--- config.mk ---
export PLATFORM = sky130hd
export DESIGN_NAME = gsensor_spi_reader_flat
export DESIGN_NICKNAME = d
export VERILOG_FILES = /design/src/rtl/gsensor_spi_reader_if.sv /design/src/rtl/gsensor_spi_reader.sv /design/src/flat_wrapper.sv
export SDC_FILE = /design/constraint.sdc
export NUM_CORES = 1
export LEC_CHECK = 0
export ABC_AREA = 0
export BUFFER_PORTS_ARGS = -buffer_cell sky130_fd_sc_hd__buf_2
export CORE_ASPECT_RATIO = 1.75
export CORE_MARGIN = 2
export CORE_UTILIZATION = 44
export CTS_CLUSTER_DIAMETER = 60
export DETAILED_ROUTE_END_ITERATION = 10
export GPL_TIMING_DRIVEN = 0
export RECOVER_POWER = 100
export SKIP_LAST_GASP = 1
export SYNTH_ARGS = -nofsm -noshare
export SYNTH_HDL_FRONTEND = slang
export SYNTH_SLANG_ARGS = --single-unit
export TNS_END_PERCENT = 5
--- constraint.sdc ---
create_clock -name MAX10_CLK1_50 -period 3.3 [get_ports MAX10_CLK1_50]
set_input_delay 0.33 -clock MAX10_CLK1_50 [delete_from_list [all_inputs] [get_ports MAX10_CLK1_50]]
set_output_delay 0.33 -clock MAX10_CLK1_50 [all_outputs]
set_load 0.01 [all_outputs]
--- src/rtl/gsensor_spi_reader_if.sv ---
// SPI pins and sample outputs of the accelerometer reader, grouped for port passing.
// The reader uses the master modport; an accelerometer model uses the slave modport.
interface gsensor_spi_reader_if;
  logic        GSENSOR_CS_N;
  logic        GSENSOR_SCLK;
  logic        GSENSOR_SDI;
  logic        GSENSOR_SDO;
  logic [15:0] ACC_X;
  logic [15:0] ACC_Y;
  logic [15:0] ACC_Z;
  logic        ACC_VALID;
  logic        INIT_DONE;

  modport master (
    output GSENSOR_CS_N, GSENSOR_SCLK, GSENSOR_SDI,
    input  GSENSOR_SDO,
    output ACC_X, ACC_Y, ACC_Z, ACC_VALID, INIT_DONE
  );

  modport slave (
    input  GSENSOR_CS_N, GSENSOR_SCLK, GSENSOR_SDI,
    output GSENSOR_SDO,
    input  ACC_X, ACC_Y, ACC_Z, ACC_VALID, INIT_DONE
  );
endinterface

--- src/rtl/gsensor_spi_reader.sv ---
// Mode-3 SPI master for an ADXL345-style accelerometer: two config writes, then
// periodic 6-byte burst reads latched atomically into ACC_X/Y/Z.
module gsensor_spi_reader #(
  parameter int unsigned CLK_DIV       = 25,
  parameter int unsigned SAMPLE_PERIOD = 500000
) (
  input  logic                  MAX10_CLK1_50,
  input  logic                  RESET_N,
  gsensor_spi_reader_if.master  bus
);

  localparam int unsigned SMP_W = $clog2(SAMPLE_PERIOD);

  typedef enum logic [2:0] {BOOT, WR_FMT, GAP1, WR_PWR, WAIT, RD, LATCH} state_t;

  state_t             state_q, state_d;
  logic [7:0]         hp_cnt;
  logic [6:0]         hidx;
  logic [6:0]         last_hidx;
  logic               hp_tick;
  logic               frame_st;
  logic               frame_end;
  logic [55:0]        tx_sh;
  logic [47:0]        rx_sh;
  logic               sclk_q;
  logic               sdi_q;
  logic [15:0]        acc_x_q, acc_y_q, acc_z_q;
  logic               init_q;
  logic [SMP_W-1:0]   smp_cnt;
  logic               smp_wrap;
  logic               cs_n;
  logic               acc_valid;

  assign hp_tick = (hp_cnt == 8'(CLK_DIV - 1));

  // hidx counts half-periods inside the current state: even ticks drop SCLK,
  // odd ticks raise it, and tick 2*N closes the frame one half-period later.
  always_comb begin
    frame_st  = state_q inside {WR_FMT, WR_PWR, RD};
    last_hidx = (state_q == RD) ? 7'd112 : 7'd32;
    frame_end = frame_st && hp_tick && (hidx == last_hidx);
    smp_wrap  = init_q && (smp_cnt == SMP_W'(SAMPLE_PERIOD - 1));
  end

  always_ff @(posedge MAX10_CLK1_50 or negedge RESET_N) begin
    if (!RESET_N) state_q <= BOOT;
    else          state_q <= state_d;
  end

  always_comb begin
    state_d = state_q;
    case (state_q)
      BOOT:    if (hp_tick && hidx == 7'd1) state_d = WR_FMT;
      WR_FMT:  if (frame_end)               state_d = GAP1;
      GAP1:    if (hp_tick && hidx == 7'd1) state_d = WR_PWR;
      WR_PWR:  if (frame_end)               state_d = WAIT;
      WAIT:    if (smp_wrap)                state_d = RD;
      RD:      if (frame_end)               state_d = LATCH;
      LATCH:                                state_d = WAIT;
      default:                              state_d = BOOT;
    endcase
  end

  always_comb begin
    cs_n      = !frame_st;
    acc_valid = (state_q == LATCH);
  end

  always_ff @(posedge MAX10_CLK1_50 or negedge RESET_N) begin
    if (!RESET_N) begin
      hp_cnt <= '0;
      hidx   <= '0;
    end else if (state_d != state_q) begin
      hp_cnt <= '0;
      hidx   <= '0;
    end else if (state_q inside {BOOT, GAP1, WR_FMT, WR_PWR, RD}) begin
      if (hp_tick) begin
        hp_cnt <= '0;
        hidx   <= hidx + 7'd1;
      end else begin
        hp_cnt <= hp_cnt + 8'd1;
      end
    end
  end

  always_ff @(posedge MAX10_CLK1_50 or negedge RESET_N) begin
    if (!RESET_N) begin
      tx_sh  <= '0;
      rx_sh  <= '0;
      sclk_q <= 1'b1;
      sdi_q  <= 1'b0;
    end else if (state_d != state_q && (state_d inside {WR_FMT, WR_PWR, RD})) begin
      case (state_d)
        WR_FMT:  tx_sh <= {16'h310B, 40'h0};
        WR_PWR:  tx_sh <= {16'h2D08, 40'h0};
        default: tx_sh <= {8'hF2, 48'h0};
      endcase
      sclk_q <= 1'b1;
      sdi_q  <= 1'b0;
    end else if (frame_st && hp_tick) begin
      if (hidx == last_hidx) begin
        sclk_q <= 1'b1;
        sdi_q  <= 1'b0;
      end else if (!hidx[0]) begin
        sclk_q <= 1'b0;
        sdi_q  <= tx_sh[55];
        tx_sh  <= {tx_sh[54:0], 1'b0};
      end else begin
        sclk_q <= 1'b1;
        rx_sh  <= {rx_sh[46:0], bus.GSENSOR_SDO};
      end
    end
  end

  // The command byte shifts out of rx_sh; the last 48 bits are X0 X1 Y0 Y1 Z0 Z1.
  always_ff @(posedge MAX10_CLK1_50 or negedge RESET_N) begin
    if (!RESET_N) begin
      acc_x_q <= '0;
      acc_y_q <= '0;
      acc_z_q <= '0;
    end else if (state_q == RD && frame_end) begin
      acc_x_q <= {rx_sh[39:32], rx_sh[47:40]};
      acc_y_q <= {rx_sh[23:16], rx_sh[31:24]};
      acc_z_q <= {rx_sh[7:0],   rx_sh[15:8]};
    end
  end

  always_ff @(posedge MAX10_CLK1_50 or negedge RESET_N) begin
    if (!RESET_N) begin
      init_q  <= 1'b0;
      smp_cnt <= '0;
    end else if (state_q == WR_PWR && frame_end) begin
      init_q  <= 1'b1;
      smp_cnt <= '0;
    end else if (init_q) begin
      smp_cnt <= smp_wrap ? '0 : smp_cnt + SMP_W'(1);
    end
  end

  assign bus.GSENSOR_CS_N = cs_n;
  assign bus.GSENSOR_SCLK = sclk_q;
  assign bus.GSENSOR_SDI  = sdi_q;
  assign bus.ACC_X        = acc_x_q;
  assign bus.ACC_Y        = acc_y_q;
  assign bus.ACC_Z        = acc_z_q;
  assign bus.ACC_VALID    = acc_valid;
  assign bus.INIT_DONE    = init_q;

endmodule

--- src/flat_wrapper.sv ---
// flat-port wrapper written by rule: the top's interface ports become plain ports
module gsensor_spi_reader_flat 
#(
  parameter int unsigned CLK_DIV       = 25,
  parameter int unsigned SAMPLE_PERIOD = 500000
)
  (MAX10_CLK1_50, RESET_N, bus_GSENSOR_CS_N, bus_GSENSOR_SCLK, bus_GSENSOR_SDI, bus_GSENSOR_SDO, bus_ACC_X, bus_ACC_Y, bus_ACC_Z, bus_ACC_VALID, bus_INIT_DONE);
  gsensor_spi_reader_if bus_i ();
  input  logic MAX10_CLK1_50;
  input  logic RESET_N;
  output wire logic [$bits(bus_i.GSENSOR_CS_N)-1:0] bus_GSENSOR_CS_N;
  output wire logic [$bits(bus_i.GSENSOR_SCLK)-1:0] bus_GSENSOR_SCLK;
  output wire logic [$bits(bus_i.GSENSOR_SDI)-1:0] bus_GSENSOR_SDI;
  input wire logic [$bits(bus_i.GSENSOR_SDO)-1:0] bus_GSENSOR_SDO;
  output wire logic [$bits(bus_i.ACC_X)-1:0] bus_ACC_X;
  output wire logic [$bits(bus_i.ACC_Y)-1:0] bus_ACC_Y;
  output wire logic [$bits(bus_i.ACC_Z)-1:0] bus_ACC_Z;
  output wire logic [$bits(bus_i.ACC_VALID)-1:0] bus_ACC_VALID;
  output wire logic [$bits(bus_i.INIT_DONE)-1:0] bus_INIT_DONE;
  assign bus_GSENSOR_CS_N = bus_i.GSENSOR_CS_N;
  assign bus_GSENSOR_SCLK = bus_i.GSENSOR_SCLK;
  assign bus_GSENSOR_SDI = bus_i.GSENSOR_SDI;
  assign bus_i.GSENSOR_SDO = bus_GSENSOR_SDO;
  assign bus_ACC_X = bus_i.ACC_X;
  assign bus_ACC_Y = bus_i.ACC_Y;
  assign bus_ACC_Z = bus_i.ACC_Z;
  assign bus_ACC_VALID = bus_i.ACC_VALID;
  assign bus_INIT_DONE = bus_i.INIT_DONE;
  gsensor_spi_reader #(.CLK_DIV(CLK_DIV), .SAMPLE_PERIOD(SAMPLE_PERIOD)) u_core (.MAX10_CLK1_50(MAX10_CLK1_50), .RESET_N(RESET_N), .bus(bus_i));
endmodule
==> summary.txt, run 1 <==
STA
  • Relative slew margins: 0.140
  • Slew Limit Fails: 0
  • PnR worst setup slack: 397 ps
  • FMAX: 344 MHz
  • Final Critical Period: 2900 ps
  • Skew final: 9.28 ps
  • Period utilization: 0.880
  • Least-Margin Pin Slew: 1290 ps
  • Fin. Hold Viols: 0
  • RSZ-0062 raised after global routing: false
  • Fin Hold WS: 150 ps
  • Setup violators final: 0

Clock tree
  • CTS clk-pin slew, worst paths: 60 ps
  • CTS resizes: 0
  • Worst-Skew Late Latency: 410 ps
  • CTS H-tree depth: 4
  • CTS root buffer: clkbuf_16
  • Inserted Clock Buffers: 17
  • CTS tree: done
  • CTS Sinks: 152
  • Max clock buf depth: 2

Job
  • Max Cap Violations: 0

Layout
  • Share of cells above drive strength 1: 0.212
  • Design Area, Final: 0.00769 mm2
  • Footprint of the multi-input gates: 0.00269 mm2
  • Area delta synth->final: 14.0%
  • Fill cells: 1362
  • Storage cell area: 0.00380 mm2
  • Antenna fix cells: 0
  • Fin nets: 620

Min path
  • Min-Delay Path Depth: 2
  • Hold Path Class: in2reg

Detailed routing
  • WL final: 13800 um
  • WL per Instance: 17.1 um
  • Antenna-violating nets left: 0
  • Initial DRC count: 200
  • Drt pass-1 iters: 4
  • Vias per inst: 5.53
  • Drc violations: 0
  • Via count: 4460

Yosys
  • Yosys warnings: 0
  • Yosys top cell area share: 0.560
  • Post-synth ARST share: 1.00
  • Synth area leaders: dfrtp_1 (56%), mux2_2 (13%), mux2_4 (4.5%), a21oi_1 (2.5%), nand2_1 (2.0%)
  • Sequential element share of the synthesized area: 0.564
  • Syn Area/Cell: 12.6 um2
  • Number of flops mapped to enable cells by yosys: 0
  • Area leader, netlist: dfrtp_1
  • Cells after synthesis: 535
  • Count leader, synth: dfrtp_1
  • Top cells by count, synth: dfrtp_1 (151), mux2_2 (76), nand2_1 (36)
  • Synth cell types: 65
  • Synth Cell Area: 0.00674 mm2
  • Syn Nets: 544
  • FF+latch count, synth: 152
  • Most used DFF post-synth: dfrtp_1

Placed design
  • Buffers on Ports: 55
  • Gpl congestion: 0.845
  • DP Wirelength: 9690 um
  • Place WS: 593 ps
  • Area after detailed placement: 0.00728 mm2

Worst setup path
  • Max FO, Critical Path: 10
  • Critical Path RT: 3600 ps
  • Setup crit end kind: register
  • Crit path kind: reg2reg
  • Worst r2r path cells: 8
  • Type of origin of the critical path: register
  • Arrival time at the worst endpoint: 3200 ps
  • Reg2reg setup slack: 400 ps

Status
  • Outcome: finished, final reports clean

Global route
  • Initial antenna violation count: 0
  • First-pass GRT wire length: 23900 um
  • Number of global-route vias before repair: 4900
  • Gr ovfl total: 0
  • Global Route Usage Sum: 0.179
  • Largest net degree at the start of global routing: 102

Pwr
  • Worst vdd ir: 0.000395 V
  • Pwr dens: 488 mW/mm2
  • Static leakage: 3.58 nW

Floorplanning
  • Core ar.: 0.0149 mm2
  • Initial Util: 0.452
  • Chip height: 168 um
  • I/O Pins: 56
  • Row cnt: 59
  • Die X: 97.6 um
  • Die Footprint: 0.0164 mm2
==> metrics by stage <==
stage / total power [mW] / util / cells / setup TNS [ps]
2_1_floorplan: 1.90 / - / 535 / 0
5_1_grt: 3.89 / 0.516 / 806 / 0
4_1_cts: 3.80 / 0.527 / 806 / 0
3_3_place_gp: 1.94 / 0.486 / 773 / -35360
6_report: 3.75 / 0.516 / 806 / 0
3_5_place_dp: 1.94 / 0.488 / 774 / 0
==> layer usage <==
layer  global-route usage  share of wire
met5                    0              0
met4               0.0719          0.026
met3               0.0403          0.038
met2                0.318           0.54
met1                0.206           0.39
==> worst max-delay path, stage by stage, from the launching register on <==
cell and delay, ps:
dfrtp_1 370, clkbuf_1 210, a21boi_0 460, inv_1 130, nor3_1 320, nand3_2 160, or3b_1 450, clkbuf_1 330
mux2_2 360
==> layout by cell type (no fill, tap or decap), drive strengths merged, types with 3 or more instances in the layout <==
cell type / netlist / routed
nor4: 5 / 5
a21o: 3 / 3
and3: 4 / 4
nor3: 7 / 7
and4: 4 / 4
o21ai: 22 / 22
dfrtp: 151 / 151
nand3b: 4 / 4
buf: 12 / 12
clkbuf: 9 / 85
xor2: 7 / 7
ha: 6 / 6
a21oi: 35 / 35
or4: 11 / 11
nand4: 11 / 11
a31oi: 3 / 3
nand3: 16 / 16
inv: 10 / 14
clkinv: 0 / 4
or3b: 4 / 4
o211ai: 3 / 3
o31ai: 5 / 5
nor2: 25 / 25
mux2: 96 / 96
a22o: 5 / 5
nand2: 37 / 37
mux2i: 5 / 5
==> cell type report <==
| class | count | area share |
|---|---|---|
| flip-flops and latches | 152 | 0.495 |
| multi-input cells | 352 | 0.350 |
| clock buffers | 20 | 0.0581 |
| repair buffers | 57 | 0.0325 |
| well taps | 183 | 0.0298 |
| clock inverters | 11 | 0.0150 |
| plain buffers | 21 | 0.0145 |
| inverters | 10 | 0.00488 |
==> registers in the layout, indices dropped and copies added, names as in the netlist, 3 cells and up <==
name and flops:
u_core.smp_cnt 19, u_core.bus.ACC_Y 16, u_core.state_q 3, u_core.bus.ACC_Z 16
u_core.rx_sh 48, u_core.hp_cnt 8, u_core.hidx 7, u_core.bus.ACC_X 16
u_core.tx_sh 16
==> power breakdown <==
group / internal (mW) / switching [mW] / total (mW) / leakage (nW)
logic: 0.00547 / 0.0352 / 0.0407 / 1.20
clock network: 1.07 / 0.780 / 1.85 / 0.268
registers: 1.86 / 0.000519 / 1.86 / 2.11
total: 2.94 / 0.816 / 3.75 / 3.58
==> timing repair <==
action / 4_1_cts / 5_1_grt
setup buffers: 0 / 0
hold buffers: 1 / 0
endpoints found under the hold margin: 51 / 0
==> kinds of logic after synthesis <==
group,share of synthesized area
adder cells (fa/ha/maj),0.0111
AND/OR/NAND/NOR,0.126
AO/OA/AOI/OAI,0.0842
XOR/XNOR,0.0104
flip-flops,0.564
multiplexers,0.181
buffers and inverters,0.0230
==> path summary, 6_finish.rpt <==
path                                               from                              end
setup reg to reg            u_core.state_q[1]$_DFF_PN0_  u_core.bus.ACC_Y[5]$_DFFE_PN0P_
hold reg to reg            u_core.tx_sh[40]$_DFFE_PN0P_     u_core.tx_sh[40]$_DFFE_PN0P_
hold / removal                          bus_GSENSOR_SDO      u_core.rx_sh[0]$_DFFE_PN0P_
max in group asynchronous                       RESET_N     u_core.tx_sh[44]$_DFFE_PN0P_
min in group asynchronous                       RESET_N   u_core.smp_cnt[16]$_DFFE_PN0P_
setup / recovery            u_core.state_q[1]$_DFF_PN0_  u_core.bus.ACC_Y[5]$_DFFE_PN0P_
Note: power is estimated with default switching activity, not from simulation.
==> run 2, diff against run 1 <==
BUFFER_PORTS_ARGS = unset   (was -buffer_cell sky130_fd_sc_hd__buf_2)
DONT_BUFFER_PORTS = 1   (was unset)
==> run 2 against run 1 <==
  * The flow now finishes with violations (negative hold slack)
  * Via count is 3.1% lower
  * Routed wire length is 2.3% lower
  * Worst hold slack worse by 550 ps
  * Utilization is 1.5 points lower
  * Setup slack better by 70 ps
  * Largest power group is now clock
  * Sequential power hardly changed
  * Register-to-register slack better by 70 ps
  * Critical path type unchanged
  * Clock power is 3% higher
  * Final cell count is 6.9% lower
  * Clock skew is 1.2 ps higher
  * Highest routed layer unchanged
  * Critical endpoint is now u_core.hp_cnt[0]$_DFFE_PN0P_
==> summary.txt, run 2 (synthesis gave the netlist of run 1 again) <==
Worst setup path
  • Instance count on the critical path: 6 (-2)
  • Arrival time at the worst endpoint: 3100 ps (-100 ps)
  • Setup crit end kind: register
  • Worst r2r path cells: 6 (-2)
  • Crit path kind: reg2reg
  • Max FO, Critical Path: 10 (unchanged)
  • Worst path top cell family by delay: simple AND/OR/NAND/NOR gates
  • Critical Path RT: 3570 ps (-30 ps)
  • WP buf/inv: 1 (-2)
  • Crit path cell chain: or4b_1, nor4_4, buf_6, nand2_1, o2111ai_1, nor2_1
  • Type of origin of the critical path: register
  • Highest cell delay on the worst timing path: 670 ps (+210 ps)
  • Worst-path cell with the longest stage delay: o2111ai_1
  • Reg2reg setup slack: 470 ps (+70 ps)

STA
  • Fin. Hold Viols: 152 (+152)
  • Setup violators final: 0 (unchanged)
  • Slew Limit Fails: 0 (unchanged)
  • FMAX: 353 MHz (+2.5%)
  • Final Critical Period: 2830 ps (-69.7 ps)
  • Least-Margin Pin Slew: 840 ps (-450 ps)
  • Setup total negative slack: 0 ps (unchanged)
  • RSZ-0062 raised after global routing: false
  • Skew final: 10.5 ps (+1.22 ps)
  • Period utilization: 0.859 (-0.0211)
  • Fin Hold WS: -397 ps (-547 ps)
  • Relative slew margins: 0.436 (+0.295)

Floorplanning
  • Initial Util: 0.452 (unchanged)
  • Chip height: 168 um (unchanged)
  • Row cnt: 59 (unchanged)
  • Core ar.: 0.0149 mm2 (unchanged)
  • Die X: 97.6 um (unchanged)
  • I/O Pins: 56 (unchanged)
  • Die Footprint: 0.0164 mm2 (unchanged)

Detailed routing
  • Top Metal Used: met4
  • Antenna-violating nets left: 0 (unchanged)
  • Met2 WL: 7290 um (-2.6%)
  • Met1 WL: 5230 um (-3.9%)
  • WL final: 13500 um (-2.3%)
  • WL per Instance: 18.0 um (+5.0%)
  • Via count: 4320 (-3.1%)
  • Drc violations: 0 (unchanged)
  • Initial DRC count: 250 (+25%)
  • WL met3: 710 um (+36%)
  • Vias per inst: 5.76 (+4.1%)
  • Drt pass-1 iters: 5 (+1)

Pwr
  • Total chip power: 3.78 mW (+0.65%)
  • Static leakage: 3.50 nW (-2.2%)
  • Worst vdd ir: 0.000439 V (+11%)
  • Pwr dens: 506 mW/mm2 (+3.6%)

Layout
  • Area delta synth->final: 10.7%
  • Fin nets: 563 (-9.2%)
  • Most flop-heavy register: u_core.rx_sh
  • Antenna fix cells: 0 (unchanged)
  • Most common cell after layout, fill and taps aside: dfrtp_1
  • Most frequent cells in the layout: dfrtp_1 (151), mux2_2 (76), nand2_1 (37)
  • Share of cells above drive strength 1: 0.235 (+0.0227)
  • Regs by FF count: u_core.rx_sh x48, u_core.smp_cnt x19
  • Max reg flops: 48 (unchanged)

Global route
  • Gr ovfl total: 0 (unchanged)
  • Global Route Usage Sum: 0.171 (-0.00709)
  • Largest net degree at the start of global routing: 153 (+50%)
  • First-pass GRT wire length: 22700 um (-5.1%)
  • Initial antenna violation count: 0 (unchanged)
  • Number of global-route vias before repair: 4486 (-8.4%)

Clock tree
  • CTS root buffer: clkbuf_16
  • Max clock buf depth: 2 (unchanged)
  • Worst-Skew Late Latency: 420 ps (about the same)
  • CTS H-tree depth: 4 (unchanged)
  • CTS clk-pin slew, worst paths: 70 ps (about the same)
  • CTS resizes: 0 (unchanged)
  • Inserted Clock Buffers: 17 (unchanged)
  • CTS tree: done
  • CTS Sinks: 152 (unchanged)
  • Setup bufs post-CTS: 0 (unchanged)

Job
  • Max Cap Violations: 0 (unchanged)

Status
  • Outcome: finished with violations
  • Failing checks: negative hold slack

Min path
  • Hold Path Class: in2async

Placed design
  • Gpl congestion: 0.866 (+2.5%)
  • Buffers on Ports: 0 (-100%)
  • DP Wirelength: 9240 um (-4.6%)
run 2: path summary, 6_finish.rpt:
| kind | start | to |
|---|---|---|
| min in group MAX10_CLK1_50 | bus_GSENSOR_SDO | u_core.rx_sh[0]$_DFFE_PN0P_ |
| max in group asynchronous | RESET_N | u_core.bus.GSENSOR_SCLK$_DFFE_PN1P_ |
| hold reg to reg | u_core.tx_sh[40]$_DFFE_PN0P_ | u_core.tx_sh[40]$_DFFE_PN0P_ |
| hold / removal | RESET_N | u_core.smp_cnt[13]$_DFFE_PN0P_ |
| setup / recovery | u_core.smp_cnt[9]$_DFFE_PN0P_ | u_core.hp_cnt[0]$_DFFE_PN0P_ |
| setup reg to reg | u_core.smp_cnt[9]$_DFFE_PN0P_ | u_core.hp_cnt[0]$_DFFE_PN0P_ |
run 2: area by class of cell:
| class | instances | area (um2) |
|---|---|---|
| inverters | 10 | 37.5 |
| fillers | 1352 | 7440 |
| multi-input cells | 352 | 2700 |
| flip-flops and latches | 152 | 3800 |
| clock buffers | 18 | 429 |
| well taps | 183 | 229 |
| clock inverters | 14 | 153 |
| plain buffers | 21 | 115 |
run 2: metrics by stage:
step	utilization	hold slack [ps]	cell area (um2)	std cells	worst slack, ps
2_1_floorplan	-	34.4	6740	535	881
4_1_cts	0.507	-403	7550	750	595
3_3_place_gp	0.468	42.7	6970	718	665
3_5_place_dp	0.468	42.2	6970	718	623
6_report	0.501	-397	7470	750	466
5_1_grt	0.501	-414	7470	750	244
run 2: power breakdown:
group	internal, mW	total, mW	switching, mW
logic	0.000463	0.000586	0.000122
clock network	1.07	1.91	0.839
registers	1.86	1.86	0.000462
run 2: layer usage:
layer	vias to the layer above	global-route usage
met5	-	0
met4	0	0.0682
met3	21	0.0527
met2	95	0.305
met1	2210	0.190
li1	1994	-
==> run 3, diff against run 2 <==
RECOVER_POWER = unset   (was 100)
REMOVE_ABC_BUFFERS = 1   (was unset)
clock period = 3.5 ns   (was 3.3 ns; I/O delays follow)
==> run 3 against run 2 <==
  * The run still ends with negative hold slack left
  * Setup slack improved by 110 ps
  * Sequential power decreased by 5%
  * Die area unchanged
  * Via count decreased by 3.4%
  * Flip-flop and latch count unchanged
==> summary.txt, run 3 (synthesis gave the netlist of run 1 again) <==
Placed design
  • Gpl congestion: 0.855 (-1.2%)
  • Buffers on Ports: 0 (unchanged)
  • Cell Count Post-Placement: 698 (-2.8%)
  • DP Wirelength: 8290 um (-10%)

STA
  • RSZ-0062 raised after global routing: false
  • Fin. Hold Viols: 152 (unchanged)
  • Slew Limit Fails: 0 (unchanged)
  • Setup violators final: 0 (unchanged)
  • Setup total negative slack: 0 ps (unchanged)
  • Relative slew margins: 0.410 (-0.0255)
  • Period utilization: 0.837 (-0.0219)
  • Skew final: 8.84 ps (-1.66 ps)
  • Least-Margin Pin Slew: 885 ps (+44.7 ps)
  • Fin Hold WS: -377 ps (+19.6 ps)
  • FMAX: 341 MHz (-3.2%)
  • Final Critical Period: 2930 ps (+94.9 ps)

Detailed routing
  • Met2 WL: 6720 um (-7.8%)
  • Drt pass-1 iters: 5 (unchanged)
  • Antenna-violating nets left: 0 (unchanged)
  • WL per Instance: 17.8 um (-0.98%)
  • Via count: 4171 (-3.4%)
  • Top Metal Used: met4
  • Vias per inst: 5.71 (-0.80%)
  • Drc violations: 0 (unchanged)
  • WL final: 13000 um (-3.6%)
  • Initial DRC count: 218 (-13%)
  • WL met3: 670 um (-5.6%)
  • Met1 WL: 5400 um (+3.2%)

Job
  • Max Cap Violations: 0 (unchanged)

Worst setup path
  • Type of origin of the critical path: register
  • Worst r2r path cells: 5 (-1)
  • Critical Path Start: u_core.smp_cnt[9]$_DFFE_PN0P_
  • Worst r2r src: u_core.smp_cnt[9]$_DFFE_PN0P_
  • Highest cell delay on the worst timing path: 660 ps (about the same)
  • Critical Path Sink: u_core.hp_cnt[3]$_DFFE_PN0P_
  • Arrival time at the worst endpoint: 3200 ps (+100 ps)
  • Worst-path cell with the longest stage delay: nor4_4
  • Setup crit end kind: register
  • Max FO, Critical Path: 12 (+2)
  • Critical Path RT: 3770 ps (+200 ps)
  • Crit path cell chain: or4b_1, nor4_4, nand2_2, o2111ai_1, a21oi_1
  • Crit path kind: reg2reg
  • Reg2reg setup slack: 570 ps (+110 ps)
  • RR Endpoint: u_core.hp_cnt[3]$_DFFE_PN0P_

Floorplanning
  • Die X: 97.6 um (unchanged)
  • Die Footprint: 0.0164 mm2 (unchanged)
  • I/O Pins: 56 (unchanged)
  • Chip height: 168 um (unchanged)
  • Initial Util: 0.452 (unchanged)
  • Core ar.: 0.0149 mm2 (unchanged)
  • Row cnt: 59 (unchanged)

Pwr
  • Static leakage: 3.52 nW (+0.49%)
  • Worst vdd ir: 0.000322 V (-27%)
  • Total chip power: 3.58 mW (-5.1%)
  • Pwr dens: 480 mW/mm2 (-5.1%)

Layout
  • Non-Filler Instances: 730 (-2.7%)
  • Max reg flops: 48 (unchanged)
  • Regs by FF count: u_core.rx_sh x48, u_core.smp_cnt x19
  • Share of cells above drive strength 1: 0.276 (+0.0415)
  • Antenna fix cells: 0 (unchanged)
  • Most common cell after layout, fill and taps aside: dfrtp_1
  • Fill cells: 1328 (-1.8%)
  • Core Util, Final: 0.501 (about the same)
  • Fin nets: 543 (-3.6%)
  • Most flop-heavy register: u_core.rx_sh
  • Most frequent cells in the layout: dfrtp_1 (151), mux2_2 (76), nand2_1 (35)
  • Area delta synth->final: 10.7% (about the same)

Clock tree
  • CTS clk-pin slew, worst paths: 70 ps (about the same)
  • CTS Sinks: 152 (unchanged)
  • CTS resizes: 0 (unchanged)
  • CTS root buffer: clkbuf_16
  • Worst-Skew Late Latency: 420 ps (about the same)
  • Inserted Clock Buffers: 17 (unchanged)
  • CTS H-tree depth: 4 (unchanged)
  • Setup bufs post-CTS: 0 (unchanged)
  • Max clock buf depth: 2 (unchanged)
  • CTS tree: done

Status
  • Failing checks: negative hold slack
  • Outcome: finished with violations

Global route
  • Largest net degree at the start of global routing: 153 (unchanged)
  • Global Route Usage Sum: 0.167 (-0.00423)
  • Number of global-route vias before repair: 4439 (-1.0%)
  • First-pass GRT wire length: 22400 um (-1.3%)
  • Gr ovfl total: 0 (unchanged)
  • Initial antenna violation count: 0 (unchanged)

Min path
  • Hold Path Class: in2async
## run 3: power breakdown
group	internal (mW)	switching, mW	total (mW)
sequential	1.76	0.000402	1.76
combinational	0.000454	0.000135	0.000591
clock	1.02	0.811	1.83
total	2.77	0.812	3.58
## run 3: worst max-delay path: cells and delay by family (launching register included)
family | cells | cell delay, ps
AOI/OAI and AO/OA | 2 | 740
DFF | 1 | 440
and+or+nand+nor | 3 | 1600
## run 3: layer usage
layer,GRT usage,up-vias
met5,0,-
li1,-,1956
met1,0.206,2124
met2,0.279,74
met4,0.0543,0
met3,0.0544,17
## run 3: layout make-up
class                      count  area (um2)  share of cell area
clock inverter                14         155              0.0208
inverter                      10        37.5             0.00503
multi-input combinational    352        2790               0.374
sequential                   152        3800               0.510
timing repair buffer           1        20.0             0.00268
clock buffer                  18         429              0.0575
tap                          183         229              0.0307
## run 3: worst min path at each step
stage                     cells past startpoint  slack [ps]                                to
after floorplan                               0          50   u_core.bus.ACC_X[0]$_DFFE_PN0P_
after global placement                        0          60   u_core.bus.ACC_X[7]$_DFFE_PN0P_
after detailed placement                      0          60   u_core.bus.ACC_X[7]$_DFFE_PN0P_
after CTS                                     0        -400  u_core.bus.ACC_X[10]$_DFFE_PN0P_
after global routing                          0        -400      u_core.rx_sh[47]$_DFFE_PN0P_
final                                         0        -380   u_core.bus.ACC_X[7]$_DFFE_PN0P_
## run 3: per-stage QoR
stage,setup WS [ps],area [um2]
3_5_place_dp,553,6880
5_1_grt,381,7470
3_3_place_gp,32.0,6860
2_1_floorplan,784,6630
6_report,571,7470
4_1_cts,551,7470
